## src/rtl/fwd_hazard_scoreboard.sv

```systemverilog
// EX-stage forwarding selects, ID load-use/multi-cycle hazard stalls and a single-entry MUL/DIV countdown scoreboard.
// Optional FWD_PERF_CNT_EN adds saturating stall/forward cycle counters.
module fwd_hazard_scoreboard #(
   parameter int RW      = 5,
   parameter int NUM_SRC = 2,
   parameter int LAT_W   = 4
) (
   input  logic                   i_clk,
   input  logic                   i_reset,
   input  logic                   i_id_valid,
   input  logic [NUM_SRC*RW-1:0]  i_id_rs,
   input  logic [NUM_SRC-1:0]     i_id_rs_used,
   input  logic [RW-1:0]          i_id_rd,
   input  logic                   i_id_regwrite,
   input  logic                   i_id_mc_start,
   input  logic [LAT_W-1:0]       i_id_mc_lat,
   input  logic [NUM_SRC*RW-1:0]  i_ex_rs,
   input  logic [RW-1:0]          i_ex_rd,
   input  logic                   i_ex_regwrite,
   input  logic                   i_ex_memread,
   input  logic [RW-1:0]          i_mem_rd,
   input  logic                   i_mem_regwrite,
   input  logic [RW-1:0]          i_wb_rd,
   input  logic                   i_wb_regwrite,
   output logic [2*NUM_SRC-1:0]   o_ex_fwd_sel,
   output logic                   o_stall_id,
   output logic                   o_flush_ex,
   output logic                   o_mc_busy,
   output logic [RW-1:0]          o_mc_rd,
   output logic                   o_mc_done
`ifdef FWD_PERF_CNT_EN
   ,
   output logic [31:0]            o_perf_stall_cnt,
   output logic [31:0]            o_perf_fwd_cnt
`endif
);

   localparam logic [0:0]       S_IDLE = 1'b0;
   localparam logic [0:0]       S_BUSY = 1'b1;
   localparam logic [RW-1:0]    C_X0   = '0;
   localparam logic [LAT_W-1:0] C_ZERO = '0;
   localparam logic [LAT_W-1:0] C_ONE  = LAT_W'(1);

   logic [0:0]          r_state;
   logic [RW-1:0]       r_mc_rd;
   logic [LAT_W-1:0]    r_cnt;
   logic                r_mc_done;
   logic [0:0]          w_state_nxt;
   logic [RW-1:0]       w_mc_rd_nxt;
   logic [LAT_W-1:0]    w_cnt_nxt;
   logic [2*NUM_SRC-1:0] w_fwd_sel;
   logic                w_busy;
   logic                w_ld_use;
   logic                w_raw;
   logic                w_waw;
   logic                w_struct;
   logic                w_stall;

   assign w_busy = (r_state == S_BUSY);

   // Per-source forward select: youngest producer (MEM) wins over WB, x0 never forwarded.
   always_comb begin
      w_fwd_sel = '0;
      for (int i = 0; i < NUM_SRC; i++) begin
         if (i_mem_regwrite && (i_mem_rd != C_X0) && (i_mem_rd == i_ex_rs[i*RW +: RW])) begin
            w_fwd_sel[2*i +: 2] = 2'b01;
         end else if (i_wb_regwrite && (i_wb_rd != C_X0) && (i_wb_rd == i_ex_rs[i*RW +: RW])) begin
            w_fwd_sel[2*i +: 2] = 2'b10;
         end else begin
            w_fwd_sel[2*i +: 2] = 2'b00;
         end
      end
   end

   // ID hazard detection against the EX load and the outstanding multi-cycle op.
   always_comb begin
      w_ld_use = 1'b0;
      w_raw    = 1'b0;
      for (int i = 0; i < NUM_SRC; i++) begin
         if (i_id_rs_used[i] && i_ex_memread && i_ex_regwrite && (i_ex_rd != C_X0) &&
             (i_id_rs[i*RW +: RW] == i_ex_rd)) begin
            w_ld_use = 1'b1;
         end else begin
            w_ld_use = w_ld_use;
         end
         if (i_id_rs_used[i] && w_busy && (r_mc_rd != C_X0) && (i_id_rs[i*RW +: RW] == r_mc_rd)) begin
            w_raw = 1'b1;
         end else begin
            w_raw = w_raw;
         end
      end
      w_waw    = w_busy && i_id_regwrite && (i_id_rd != C_X0) && (i_id_rd == r_mc_rd);
      w_struct = w_busy && i_id_mc_start;
      w_stall  = i_id_valid && (w_ld_use || w_raw || w_waw || w_struct);
   end

   // Scoreboard next state; the done cycle still counts as busy so a new issue waits one cycle.
   always_comb begin
      w_state_nxt = r_state;
      w_mc_rd_nxt = r_mc_rd;
      w_cnt_nxt   = r_cnt;
      case (r_state)
         S_IDLE: begin
            if (i_id_valid && i_id_mc_start && !w_stall) begin
               w_state_nxt = S_BUSY;
               w_mc_rd_nxt = i_id_rd;
               w_cnt_nxt   = (i_id_mc_lat == C_ZERO) ? C_ONE : i_id_mc_lat;
            end else begin
               w_state_nxt = S_IDLE;
            end
         end
         S_BUSY: begin
            if (r_cnt <= C_ONE) begin
               w_state_nxt = S_IDLE;
               w_cnt_nxt   = C_ZERO;
            end else begin
               w_cnt_nxt   = r_cnt - C_ONE;
            end
         end
         default: begin
            w_state_nxt = S_IDLE;
            w_cnt_nxt   = C_ZERO;
         end
      endcase
   end

   // Scoreboard registers; mc_done is decoded one cycle early so it is a clean flop output.
   always_ff @(posedge i_clk) begin
      if (i_reset) begin
         r_state   <= S_IDLE;
         r_mc_rd   <= '0;
         r_cnt     <= '0;
         r_mc_done <= 1'b0;
      end else begin
         r_state   <= w_state_nxt;
         r_mc_rd   <= w_mc_rd_nxt;
         r_cnt     <= w_cnt_nxt;
         r_mc_done <= (w_state_nxt == S_BUSY) && (w_cnt_nxt == C_ONE);
      end
   end

`ifdef FWD_PERF_CNT_EN
   logic [31:0] r_perf_stall_cnt;
   logic [31:0] r_perf_fwd_cnt;

   // Saturating event counters.
   always_ff @(posedge i_clk) begin
      if (i_reset) begin
         r_perf_stall_cnt <= 32'd0;
         r_perf_fwd_cnt   <= 32'd0;
      end else begin
         if (w_stall && (r_perf_stall_cnt != 32'hFFFF_FFFF)) begin
            r_perf_stall_cnt <= r_perf_stall_cnt + 32'd1;
         end
         if ((w_fwd_sel != '0) && (r_perf_fwd_cnt != 32'hFFFF_FFFF)) begin
            r_perf_fwd_cnt <= r_perf_fwd_cnt + 32'd1;
         end
      end
   end

   assign o_perf_stall_cnt = r_perf_stall_cnt;
   assign o_perf_fwd_cnt   = r_perf_fwd_cnt;
`endif

   assign o_ex_fwd_sel = w_fwd_sel;
   assign o_stall_id   = w_stall;
   assign o_flush_ex   = w_stall;
   assign o_mc_busy    = w_busy;
   assign o_mc_rd      = r_mc_rd;
   assign o_mc_done    = r_mc_done;

endmodule
```

## config.mk

```make
export PLATFORM = sky130hd
export DESIGN_NAME = fwd_hazard_scoreboard
export DESIGN_NICKNAME = d
export VERILOG_FILES = /design/src/rtl/fwd_hazard_scoreboard.sv
export SDC_FILE = /design/constraint.sdc
export NUM_CORES = 1
export LEC_CHECK = 0
export ABC_AREA = 1
export ABC_CLOCK_PERIOD_IN_PS = 1600
export BUFFER_PORTS_ARGS = -buffer_cell sky130_fd_sc_hd__buf_4
export CAP_MARGIN = 25
export CORE_UTILIZATION = 44
export CTS_BUF_LIST = sky130_fd_sc_hd__clkbuf_4
export DETAILED_ROUTE_END_ITERATION = 16
export PLACE_DENSITY = 0.79
export REMOVE_ABC_BUFFERS = 1
export SKIP_LAST_GASP = 1
export SYNTH_ARGS = -nofsm -noshare
export SYNTH_HDL_FRONTEND = slang
export SYNTH_SLANG_ARGS = --single-unit
```

## constraint.sdc

```tcl
create_clock -name i_clk -period 1.6 [get_ports i_clk]
set_clock_uncertainty 0.2 [all_clocks]
set_input_delay 0.32 -clock i_clk [delete_from_list [all_inputs] [get_ports i_clk]]
set_output_delay 0.32 -clock i_clk [all_outputs]
set_load 0.02 [all_outputs]
```

Word-level counts from Yosys, hierarchy flattened. Index checks and enable logic that the tools add are counted.

$add $sub $neg: 1. Order comparisons: 1. Equality and inequality tests: 10. Mux-type cells: 15. Bitwise gates (word level): 1. Reduce and logical (&&, ||, !) cells: 39.

Operator list (count): 5-bit == test (9); 1-bit logical AND (28); 5-bit nonzero test (5); 4-bit 2-to-1 mux (3); 2-bit 2-to-1 mux (4); 4-bit case mux with 2 select lines (1); 1-bit 2-to-1 mux (6); 4-bit by 1-bit == test with 1-bit output (second input constant) (1); 4-bit by 1-bit <= comparator with 1-bit output (second input constant) (1); 4-bit zero test (1); 4-bit by 1-bit subtractor with 4-bit output (second input constant) (1); 1-bit logical OR (3); 1-bit case mux with 2 select lines (1); 2-bit AND reduction (1); 1-bit zero test (1); 1-bit NOT (1).

Register bits: 11. Input bits: 55. Output and inout port bits: 13. Word-level logic and storage cells: 71.

Longest topological paths before layout. Gate-level depths: netlist (run 1).

Depth after elaboration: 16. Depth in mapped cells: 14. Depth with buffers taken out: 14.

Worst setup path after synthesis (run 1). No wires, ideal clock.

Path type: input -> output. Start: in i_mem_rd[0]. End: out o_ex_fwd_sel[1]. Arrival time: 1.560 ns. Data required time: 1.080 ns. Path slack: -0.480 ns. Stages: 4. Buffers on the path: 0. Cells stage by stage: xnor2_1 -> nand3_1 -> nor4_1 -> nor2_1.

Cells in the longest elaborated chain, start to end: 4. Elaborated cells between the ends (all ways): 5. Those cells by class: 1 x eq/ne; 1 x mux; 3 x reduce/logical.

RTL lines: from (decl) (RTL line 21) `input logic [RW-1:0] i_mem_rd,`; 5-bit nonzero test (RTL line 65) `if (i_mem_regwrite && (i_mem_rd != C_X0) && (i_mem_rd == i_ex_rs[i*RW +: RW])) begin`; 1-bit logical AND (RTL line 65); 1-bit logical AND * (RTL line 65); 2-bit 2-to-1 mux * (RTL line 65); to (decl) (RTL line 25) `output logic [2*NUM_SRC-1:0] o_ex_fwd_sel,`.

Every way passes the cells marked *; elsewhere a longest branch is shown, timed or not.

Worst setup path after layout (run 1).
Start: reg r_mc_rd[4], in the netlist o_mc_rd[4]. End: out o_flush_ex.

Cells in the longest elaborated chain, start to end: 9. Elaborated cells between the ends (all ways): 15. Those cells by class: 3 x eq/ne; 2 x mux; 10 x reduce/logical.

RTL lines: from (decl) (RTL line 45) `logic [RW-1:0] r_mc_rd;`; from (signal assigned) (RTL line 136) `r_mc_rd <= w_mc_rd_nxt;`; 5-bit nonzero test (RTL line 86) `if (i_id_rs_used[i] && w_busy && (r_mc_rd != C_X0) && (i_id_rs[i*RW +: RW] == r_mc_rd)) begin`; 1-bit logical AND (2 in series) (RTL line 86); 1-bit 2-to-1 mux (2 in series) (RTL line 86); 1-bit logical OR (RTL line 94) `w_stall = i_id_valid && (w_ld_use || w_raw || w_waw || w_struct);`; 1-bit logical OR * (2 in series) (RTL line 94); 1-bit logical AND * (RTL line 94); to (decl) (RTL line 27) `output logic o_flush_ex,`.

Marks and branches as above.

==> key figures, run 1 <==
Synth
  • Post-synthesis compound-gate area fraction: 9.47%
  • Synth Area in XOR/XNOR: 12.8%
  • Synth Area in Adders: 1.74%
  • Number of synthesis warnings: 0
  • Mapped cell area: 0.00144 mm^2
  • Post-synthesis cell type count: 29
  • Post-Syn Area per Cell: 5.69 um^2
  • Post-synthesis mux area share: 0%
  • Synth Instances: 253
  • Synth Area in Simple Gates: 48.2%
  • Largest family of logic cells by synthesized area: simple AND/OR/NAND/NOR gates
  • Seq/Total Area, Yosys: 15.3%
  • Number of synthesized register bits: 11

Global routing
  • Initial antenna violation count: 0
  • First-pass GRT wire length: 7.62 mm
  • Remaining Overflow, GRT: 0
  • Number of global-route vias before repair: 1834
  • Largest net degree at the start of global routing: 11
  • GRT Total Usage: 28.4%

Clocking
  • Worst-Skew Late Latency: 0.26 ns
  • Num CTS Buffers: 3
  • CTS tree: built
  • Clock transition at the registers of the reported paths: 0.07 ns
  • H-tree depth: 1
  • Hold buffer count at cts: 0
  • CTS Sinks: 11
  • Clk root buf: clkbuf_4
  • Max Root-Sink Buffers: 2

Floorplanning
  • # IOs: 68
  • Die ar.: 0.00351 mm^2
  • Starting density of the core: 46.8%
  • Die Ht: 59.2 um
  • FP Rows: 20
  • Die Width: 59.2 um
  • Core ar.: 0.00308 mm^2

STA
  • Setup Viol. Count Final: 17
  • Tcrit/Tclk final: 128%
  • Fin worst setup slack: -0.455 ns
  • Final hold violation count: 0
  • Slew @ Worst Pin: 0.287 ns
  • RSZ-0062 raised after global routing: yes
  • Min cycle time layout: 2.05 ns
  • Fmax: 487 MHz
  • Worst slew margin: 80.7%
  • Max-slew violation count: 0

Cells and area
  • Multi-input combinational cell area: 0.00118 mm^2
  • Ant diodes: 0
  • Register area: 235 um^2
  • Nets: 419
  • Area Overhead vs Synth: 75.4%
  • Share of cells above drive strength 1: 49.9%
  • Final core occ: 82.1%
  • # fillers: 205

Setup path
  • Worst path cell trace: inv_4 > nand2_1 > nand2_2 > nor2_2 > nand3_2 > o21ai_2 > nor2_1 > nand2_1 > nand2_1 > inv_2 > buf_6
  • Crit Path Max Fanout: 5
  • Slowest CP cell: dfxtp_4
  • Crit path DAT: 1.53 ns
  • Most common cell on crit path: nand2_1
  • Critical path class: flip-flop to output port
  • Type of origin of the critical path: flip-flop
  • Setup crit end kind: output port
  • CP Buf/Inv Count: 3
  • Max stage delay on crit path: 0.37 ns
  • Delay-heaviest family, CP: simple AND/OR/NAND/NOR gates
  • WP data required: 1.08 ns

Detailed routing
  • DRC Markers: 0
  • DRT Wirelength: 4.92 mm
  • Wire length per cell: 12.1 um
  • Vias: 1981
  • Starting DRC count in detailed routing: 73
  • Via density: 4.89
  • ANT nets after route: 0
  • Drt pass-1 iters: 4

Place
  • DP HPWL: 3.68 mm
  • Dpl ws: -0.427 ns
  • GPL Wtd Cong: 0.879
  • IO buf count: 67

Power
  • P per Cell Area: 478 mW/mm^2
  • IR drop worst, VDD: 0.524 mV
  • Static leakage: 0.00136 uW

Run
  • Max Cap Viol: 0

Status
  • Outcome: finished with violations
  • Failing checks: negative setup slack

Min path
  • Hold Path Class: input port to flip-flop
synth_stat cells, drive strengths merged:
| library cell | count | share of area [%] |
|---|---|---|
| nand2 | 90 | 24 |
| inv | 39 | 10 |
| nor2 | 35 | 10 |
| nand3 | 17 | 7.0 |
| xor2 | 12 | 7.3 |
| dfxtp | 11 | 15 |
| xnor2 | 9 | 5.5 |
| a21oi | 7 | 2.7 |
| nand4 | 6 | 3.6 |
| a211oi | 5 | 4.3 |
| o21ai | 4 | 1.4 |
| buf | 3 | 1.6 |
| clkinv | 3 | 0.78 |
| nor4 | 3 | 1.3 |
| ha | 2 | 1.7 |
| nor3 | 2 | 0.70 |
| o211ai | 2 | 1.0 |
| or4 | 2 | 1.0 |
| or2 | 1 | 0.43 |
report_power, final:
part / internal (uW) / total, uW / leakage [uW] / switching, uW
clock: 113 / 202 / 0.0000184 / 88.8
combinational: 344 / 688 / 0.00125 / 344
sequential: 297 / 318 / 0.0000936 / 20.9
cells by family (layout without fill, tap and decap cells):
kind of cell | count (synthesis) | count (layout)
xor+xnor | 21 | 21
compound gates | 18 | 18
fa+ha+maj | 2 | 2
flops | 11 | 11
buf+inv | 45 | 153
simple gates | 156 | 156
path summary, 6_finish.rpt:
| kind | endpoint | start | cells past startpoint | slack (ns) |
|---|---|---|---|---|
| setup / recovery | o_flush_ex | o_mc_rd[4]$_SDFFE_PP0P_ | 11 | -0.45 |
| hold / removal | o_mc_busy$_SDFF_PP0_ | i_reset | 2 | 0.12 |
| hold reg to reg | o_mc_rd[2]$_SDFFE_PP0P_ | o_mc_rd[2]$_SDFFE_PP0P_ | 3 | 0.39 |
| setup reg to reg | o_mc_done$_SDFF_PP0_ | o_mc_rd[3]$_SDFFE_PP0P_ | 15 | -0.30 |
registers in the layout, indices dropped and copies added (netlist names):
name	cells
o_mc_done	1
o_mc_rd	5
r_cnt	4
o_mc_busy	1
metal layers:
metal / vias up / share of wire, % / GRT usage, %
met5: - / 0 / 0
met1: 891 / 39 / 30.5
met2: 70 / 53 / 54.7
met4: 0 / 2.6 / 11.9
li1: 1002 / - / -
met3: 18 / 4.8 / 3.71
repair_timing:
| item | in CTS | in global routing |
|---|---|---|
| resized for setup | 27 | 40 |
| pin swaps | 11 | 23 |
| setup endpoints to repair | 17 | 17 |
| setup buffers | 3 | 3 |
| gates cloned | 1 | 0 |
area by class of cell:
cell class              instances  share of cell area [%]
well taps                      44                    2.18
clock buffers                   4                    1.19
flip-flops and latches         11                    9.31
inverters                      42                    6.44
repair buffers                107                    34.1
multi-input cells             197                    46.8
through the flow:
| stage | setup TNS, ns | hold slack (ns) | instances | instance area, um^2 | power (uW) |
|---|---|---|---|---|---|
| floorplan | -3.37 | 0.189 | 250 | 1420 | 602 |
| global placement | -4.56 | 0.396 | 394 | 2220 | 893 |
| detailed placement | -5.08 | 0.394 | 394 | 2220 | 903 |
| CTS | -4.99 | 0.111 | 402 | 2360 | 1150 |
| global route | -6.12 | 0.123 | 405 | 2530 | 1290 |
| finish | -4.74 | 0.125 | 405 | 2530 | 1210 |
cell usage in the layout (no fill, tap or decap), drive strengths merged, types with 6 or more instances in the layout:
master / Yosys / final
nand4: 6 / 6
a21oi: 7 / 7
nor2: 35 / 35
nand2: 90 / 90
xor2: 12 / 12
inv: 39 / 40
dfxtp: 11 / 11
buf: 3 / 107
nand3: 17 / 17
xnor2: 9 / 9
Note: power is estimated with default switching activity, not from simulation.
==> run 2, diff against run 1 <==
--- a/config.mk
+++ b/config.mk
@@ -9,10 +9,9 @@
 export ABC_CLOCK_PERIOD_IN_PS = 1600
 export BUFFER_PORTS_ARGS = -buffer_cell sky130_fd_sc_hd__buf_4
 export CAP_MARGIN = 25
-export CORE_UTILIZATION = 44
-export CTS_BUF_LIST = sky130_fd_sc_hd__clkbuf_4
+export CORE_UTILIZATION = 42
 export DETAILED_ROUTE_END_ITERATION = 16
-export PLACE_DENSITY = 0.79
+export PLACE_DENSITY = 0.76
 export REMOVE_ABC_BUFFERS = 1
 export SKIP_LAST_GASP = 1
 export SYNTH_ARGS = -nofsm -noshare
==> run 2 against run 1 <==
  * The flow still finishes with violations (negative setup slack)
  * Via count decreased by 1.5%
  * Largest power group unchanged
  * Largest cell class unchanged
  * Critical path depth did not move
  * Final cell count up 0.25%
  * Clock power fell by 6%
  * Combinational power is 5.2% lower
  * Setup slack worse by 0.079 ns
==> key figures, run 2 (same netlist as run 1, synthesis figures left out) <==
Power
  • Logic pwr share: 56.3% (-0.6 points)
  • Pint: 721 uW (-4.5%)
  • Clock network fraction of design power: 16.4% (-0.3 points)
  • Part of the power in registers: 27.4% (+1.0 points)
  • Static leakage: 0.00134 uW (-0.96%)
  • IR drop worst, VDD: 0.651 mV (+24%)
  • Switch share: 37.8% (+0.28 points)
  • P per Cell Area: 472 mW/mm^2 (-1.3%)
  • Psw: 438 uW (-3.3%)

Global routing
  • Remaining Overflow, GRT: 0 (unchanged)
  • First-pass GRT wire length: 7.36 mm (-3.3%)
  • Initial antenna violation count: 0 (unchanged)
  • Largest net degree at the start of global routing: 11 (unchanged)
  • GRT Total Usage: 26.9% (-1.5 points)
  • Number of global-route vias before repair: 1715 (-6.5%)

Setup path
  • Crit path DAT: 1.61 ns (+0.08 ns)
  • WP data required: 1.08 ns (about the same)
  • Critical path class: flip-flop to output port
  • Type of origin of the critical path: flip-flop
  • Setup crit end kind: output port
  • Crit Path Max Fanout: 4 (-1)

STA
  • Setup Viol. Count Final: 17 (unchanged)
  • RSZ-0062 raised after global routing: yes
  • Slew @ Worst Pin: 0.296 ns (+0.00900 ns)
  • Worst slew margin: 80.1% (-0.60 points)
  • Min cycle time layout: 2.13 ns (+0.0794 ns)
  • Fmax: 469 MHz (-3.7%)
  • Final hold violation count: 0 (unchanged)
  • Fin worst setup slack: -0.534 ns (-0.0794 ns)
  • Max-slew violation count: 0 (unchanged)
  • Worst hold slack: 0.121 ns (-0.00312 ns)
  • Tcrit/Tclk final: 133% (+5.0 points)
  • Sum Neg Setup Slack: -6.46 ns (-1.73 ns)

Detailed routing
  • DRT Wirelength: 5.02 mm (+2.1%)
  • DRC Markers: 0 (unchanged)
  • Drt pass-1 iters: 4 (unchanged)
  • Starting DRC count in detailed routing: 124 (+70%)
  • ANT nets after route: 0 (unchanged)
  • Vias: 1952 (-1.5%)
  • Via density: 4.81 (-1.7%)
  • Wire length per cell: 12.4 um (+1.8%)

Floorplanning
  • Starting density of the core: 45.7% (-1.1 points)
  • Core ar.: 0.00315 mm^2 (+2.4%)
  • Die Ht: 60.6 um (+2.3%)
  • Die ar.: 0.00367 mm^2 (+4.6%)
  • FP Rows: 20 (unchanged)
  • Die Width: 60.6 um (+2.3%)
  • # IOs: 68 (unchanged)

Cells and area
  • # fillers: 265 (+29%)
  • Number of flip-flops in the largest register: 5 (unchanged)
  • Most frequent cells in the layout: buf_4 (99), nand2_1 (81), inv_1 (30)
  • Commonest non-fill, non-tap cell in the layout: buf_4
  • Ant diodes: 0 (unchanged)
  • Share of cells above drive strength 1: 46.1% (-3.7 points)
  • Nets: 420 (+0.24%)
  • Area Overhead vs Synth: 70.5%
  • Register area: 229 um^2 (-2.7%)
  • Multi-input combinational cell area: 0.00114 mm^2 (-3.8%)
  • Final core occ: 77.9% (-4.2 points)

Clocking
  • Hold buffer count at cts: 0 (unchanged)
  • Num CTS Buffers: 3 (unchanged)
  • Clock transition at the registers of the reported paths: 0.08 ns (about the same)
  • Max Root-Sink Buffers: 2 (unchanged)
  • CTS Sinks: 11 (unchanged)
  • Worst-Skew Late Latency: 0.27 ns (about the same)
  • Clk root buf: clkbuf_4
  • H-tree depth: 1 (unchanged)
  • CTS tree: built

Min path
  • Hold Path Class: input port to flip-flop

Place
  • Dpl ws: -0.536 ns (-0.109 ns)
  • IO buf count: 67 (unchanged)
  • GPL Wtd Cong: 0.859 (-2.2%)
  • DP HPWL: 3.81 mm (+3.5%)

Status
  • Failing checks: negative setup slack
  • Outcome: finished with violations

Run
  • Max Cap Viol: 0 (unchanged)
==> run 2: final cells by class <==
| class | count | area share, % |
|---|---|---|
| Inverter | 42 | 6.52 |
| Sequential cell | 11 | 9.32 |
| Clock buffer | 4 | 1.07 |
| Timing Repair Buffer | 108 | 34.5 |
| Tap cell | 44 | 2.24 |
| Multi-Input combinational cell | 197 | 46.3 |
==> run 2: what timing repair did <==
item                                    4_1_cts  5_1_grt
resized for setup                            24       22
endpoints found under the setup margin       16       17
setup buffers                                 2        3
pin swaps                                     6        7
==> run 2: power by group through the flow <==
stage | clock network, uW | logic [uW] | registers (uW)
floorplan | 0 | 266 | 335
global placement | 0 | 579 | 321
detailed placement | 0 | 588 | 321
CTS | 196 | 615 | 317
global route | 208 | 711 | 320
finish | 190 | 652 | 317
==> run 2: routing by layer <==
metal	wire, um	up-vias	global-route usage (%)
met4	41	0	7.14
met3	273	5	2.35
met1	2140	874	32.1
met2	2560	66	51.2
met5	0	-	0
li1	-	1007	-
==> run 2: worst max-delay path, cell delays in order (launching register included) <==
cell and delay [ns]:
dfxtp_4 0.36, buf_6 0.11, nand2_2 0.06, nand2_2 0.05, nor2_2 0.11, nand3_2 0.12
o21ai_2 0.17, nor2_2 0.07, nand2_1 0.05, nand2_1 0.05, inv_2 0.07, buf_6 0.11
==> run 2: path summary, 6_finish.rpt <==
check / startpoint / end / slack, ns / cells past startpoint
setup / recovery: o_mc_rd[2]$_SDFFE_PP0P_ / o_flush_ex / -0.53 / 11
hold / removal: i_reset / o_mc_rd[3]$_SDFFE_PP0P_ / 0.12 / 2
setup reg to reg: o_mc_rd[2]$_SDFFE_PP0P_ / o_mc_done$_SDFF_PP0_ / -0.48 / 13
hold reg to reg: o_mc_rd[3]$_SDFFE_PP0P_ / o_mc_rd[3]$_SDFFE_PP0P_ / 0.42 / 3
==> run 2: per-stage QoR <==
stage,std cells,area (um^2),total power [uW]
2_1_floorplan,250,1420,602
3_3_place_gp,397,2250,900
3_5_place_dp,397,2250,910
4_1_cts,403,2370,1130
5_1_grt,406,2460,1240
6_report,406,2460,1160
==> run 3, diff against run 2 <==
--- a/config.mk
+++ b/config.mk
@@ -13,6 +13,7 @@
 export DETAILED_ROUTE_END_ITERATION = 16
 export PLACE_DENSITY = 0.76
 export REMOVE_ABC_BUFFERS = 1
+export SETUP_SLACK_MARGIN = 0.4
 export SKIP_LAST_GASP = 1
 export SYNTH_ARGS = -nofsm -noshare
 export SYNTH_HDL_FRONTEND = slang
==> constraint.sdc (replaced) <==
create_clock -name i_clk -period 1.6 [get_ports i_clk]
set_clock_uncertainty 0.2 [all_clocks]
set_input_delay 0.4 -clock i_clk [delete_from_list [all_inputs] [get_ports i_clk]]
set_output_delay 0.4 -clock i_clk [all_outputs]
set_load 0.02 [all_outputs]
==> run 3 against run 2 <==
  * Hold slack improved by 0.094 ns
  * Largest power group unchanged
  * Critical endpoint is now o_ex_fwd_sel[1]
  * Final cell count rose by 1.7%
  * First-iteration DRC count fell by 50%
  * Utilization rose by 4.2 points
  * Die area did not move
  * Combinational power rose by 6.7%
  * Sequential share of layout area barely moved
  * Via count rose by 0.67%
  * Critical path depth fell by 5
  * Register-to-register slack barely moved
  * The run still ends with negative setup slack left
  * Sequential power barely moved
  * Power rose by 3.4%
==> key figures, run 3 (same netlist as run 1, synthesis figures left out) <==
Status
  • Outcome: finished with violations
  • Failing checks: negative setup slack

Cells and area
  • Area Overhead vs Synth: 79.8%
  • Commonest non-fill, non-tap cell in the layout: buf_4
  • Number of flip-flops in the largest register: 5 (unchanged)
  • Most frequent cells in the layout: buf_4 (91), nand2_1 (82), inv_1 (30)
  • Share of cells above drive strength 1: 47.2% (+1.0 points)
  • Layout Cells excl Fill: 413 (+1.7%)
  • Nets: 427 (+1.7%)
  • Ant diodes: 0 (unchanged)
  • Final core occ: 82.1% (+4.2 points)
  • Design area: 0.00259 mm^2 (+5.4%)

Clocking
  • Hold buffer count at cts: 0 (unchanged)
  • CTS tree: built
  • H-tree depth: 1 (unchanged)
  • Clk root buf: clkbuf_4
  • Max Root-Sink Buffers: 2 (unchanged)
  • Num CTS Buffers: 3 (unchanged)
  • Worst-Skew Late Latency: 0.26 ns (about the same)
  • CTS Sinks: 11 (unchanged)
  • Clock transition at the registers of the reported paths: 0.06 ns (-0.02 ns)

STA
  • Fmax: 458 MHz (-2.2%)
  • Fin worst setup slack: -0.583 ns (-0.0487 ns)
  • RSZ-0062 raised after global routing: yes
  • Max-slew violation count: 0 (unchanged)
  • Min cycle time layout: 2.18 ns (+0.0487 ns)
  • Final hold violation count: 0 (unchanged)
  • Tcrit/Tclk final: 136% (+3.0 points)
  • Slew @ Worst Pin: 0.330 ns (+0.0333 ns)
  • Setup Viol. Count Final: 18 (+1)
  • Worst slew margin: 77.9% (-2.1 points)

Detailed routing
  • Drt pass-1 iters: 6 (+2)
  • ANT nets after route: 0 (unchanged)
  • Starting DRC count in detailed routing: 62 (-50%)
  • Via density: 4.76 (-1.0%)
  • Vias: 1965 (+0.67%)
  • DRT Wirelength: 5.22 mm (+4.0%)
  • Wire length per cell: 12.6 um (+2.2%)
  • DRC Markers: 0 (unchanged)

Global routing
  • Met2 Track Usage GR: 50.5% (-0.63 points)
  • Number of global-route vias before repair: 1741 (+1.5%)
  • First-pass GRT wire length: 7.56 mm (+2.6%)
  • Largest net degree at the start of global routing: 11 (unchanged)
  • GR Util met1: 33.9% (+1.8 points)
  • Remaining Overflow, GRT: 0 (unchanged)
  • Gr busiest metal: met2
  • M3 GR Usage: 2.56% (+0.21 points)
  • GRT Total Usage: 27.3% (+0.37 points)
  • Initial antenna violation count: 0 (unchanged)

Setup path
  • Critical path class: input port to output port
  • Crit Path Max Fanout: 2 (-2)
  • WP data required: 1.00 ns (-0.08 ns)
  • Setup crit end kind: output port
  • Type of origin of the critical path: input port
  • Crit path DAT: 1.58 ns (-0.03 ns)

Place
  • Dpl cells: 394 (-0.76%)
  • GPL Wtd Cong: 0.856 (-0.36%)
  • Post-DP Area: 0.00222 mm^2 (-1.0%)
  • IO buf count: 67 (unchanged)
  • DP HPWL: 3.80 mm (-0.41%)

Min path
  • Hold Path Class: input port to flip-flop

Floorplanning
  • Starting density of the core: 45.7% (unchanged)
  • # IOs: 68 (unchanged)
  • FP Rows: 20 (unchanged)
  • Die ar.: 0.00367 mm^2 (unchanged)
  • Core ar.: 0.00315 mm^2 (unchanged)
  • Die Ht: 60.6 um (unchanged)
  • Die Width: 60.6 um (unchanged)

Power
  • P per Cell Area: 463 mW/mm^2 (-1.9%)
  • Static leakage: 0.00139 uW (+3.8%)
  • IR drop worst, VDD: 0.556 mV (-15%)
  • Total power: 1200 uW (+3.4%)

Run
  • Max Cap Viol: 0 (unchanged)
[run 3: stage by stage]
step                      hold WS, ns  worst slack [ns]  setup TNS (ns)
final                           0.216            -0.583           -7.32
after CTS                       0.206            -0.526           -6.59
after detailed placement        0.428            -0.601           -7.02
after global routing            0.216            -0.628           -8.78
after global placement          0.408            -0.569           -6.63
after floorplan                 0.269            -0.640           -4.17
[run 3: critical path, cell delays in order]
cell and delay, ns:
buf_6 0.10, or4_4 0.55, o21ai_4 0.19, nor4_4 0.06, nor2_1 0.13, buf_4 0.16
[run 3: repair_timing]
item	4_1_cts	5_1_grt
gates cloned	1	0
hold endpoints to repair	0	0
gates resized for setup	45	25
buffers inserted	7	7
setup endpoints to repair	24	24
pin swaps	14	15
[run 3: where the power goes]
part / switching, uW / internal (uW) / total [uW]
Sequential: 23.6 / 296 / 320
Combinational: 337 / 359 / 696
Clock: 86.7 / 96.1 / 183
[run 3: worst paths after layout]
path,start,endpoint,slack [ns],cells past startpoint
min,i_reset,o_mc_busy$_SDFF_PP0_,0.22,2
max,i_mem_rd[0],o_ex_fwd_sel[1],-0.58,6
max reg2reg,o_mc_rd[2]$_SDFFE_PP0P_,o_mc_done$_SDFF_PP0_,-0.47,13
min reg2reg,o_mc_rd[4]$_SDFFE_PP0P_,o_mc_rd[4]$_SDFFE_PP0P_,0.41,3
[run 3: layer usage]
metal | share of wire (%) | routed length, um | vias up
met1 | 41 | 2160 | 870
met2 | 50 | 2630 | 69
met4 | 1.7 | 87 | 0
li1 | - | - | 1016
met5 | 0 | 0 | -
met3 | 6.5 | 339 | 10
[run 3: final cells by class]
| class | instances | area [um^2] |
|---|---|---|
| fillers | 211 | 564 |
| repair buffers | 115 | 953 |
| well taps | 44 | 55.1 |
| multi-input cells | 197 | 1140 |
| flip-flops and latches | 11 | 241 |
| inverters | 42 | 171 |
| clock buffers | 4 | 26.3 |
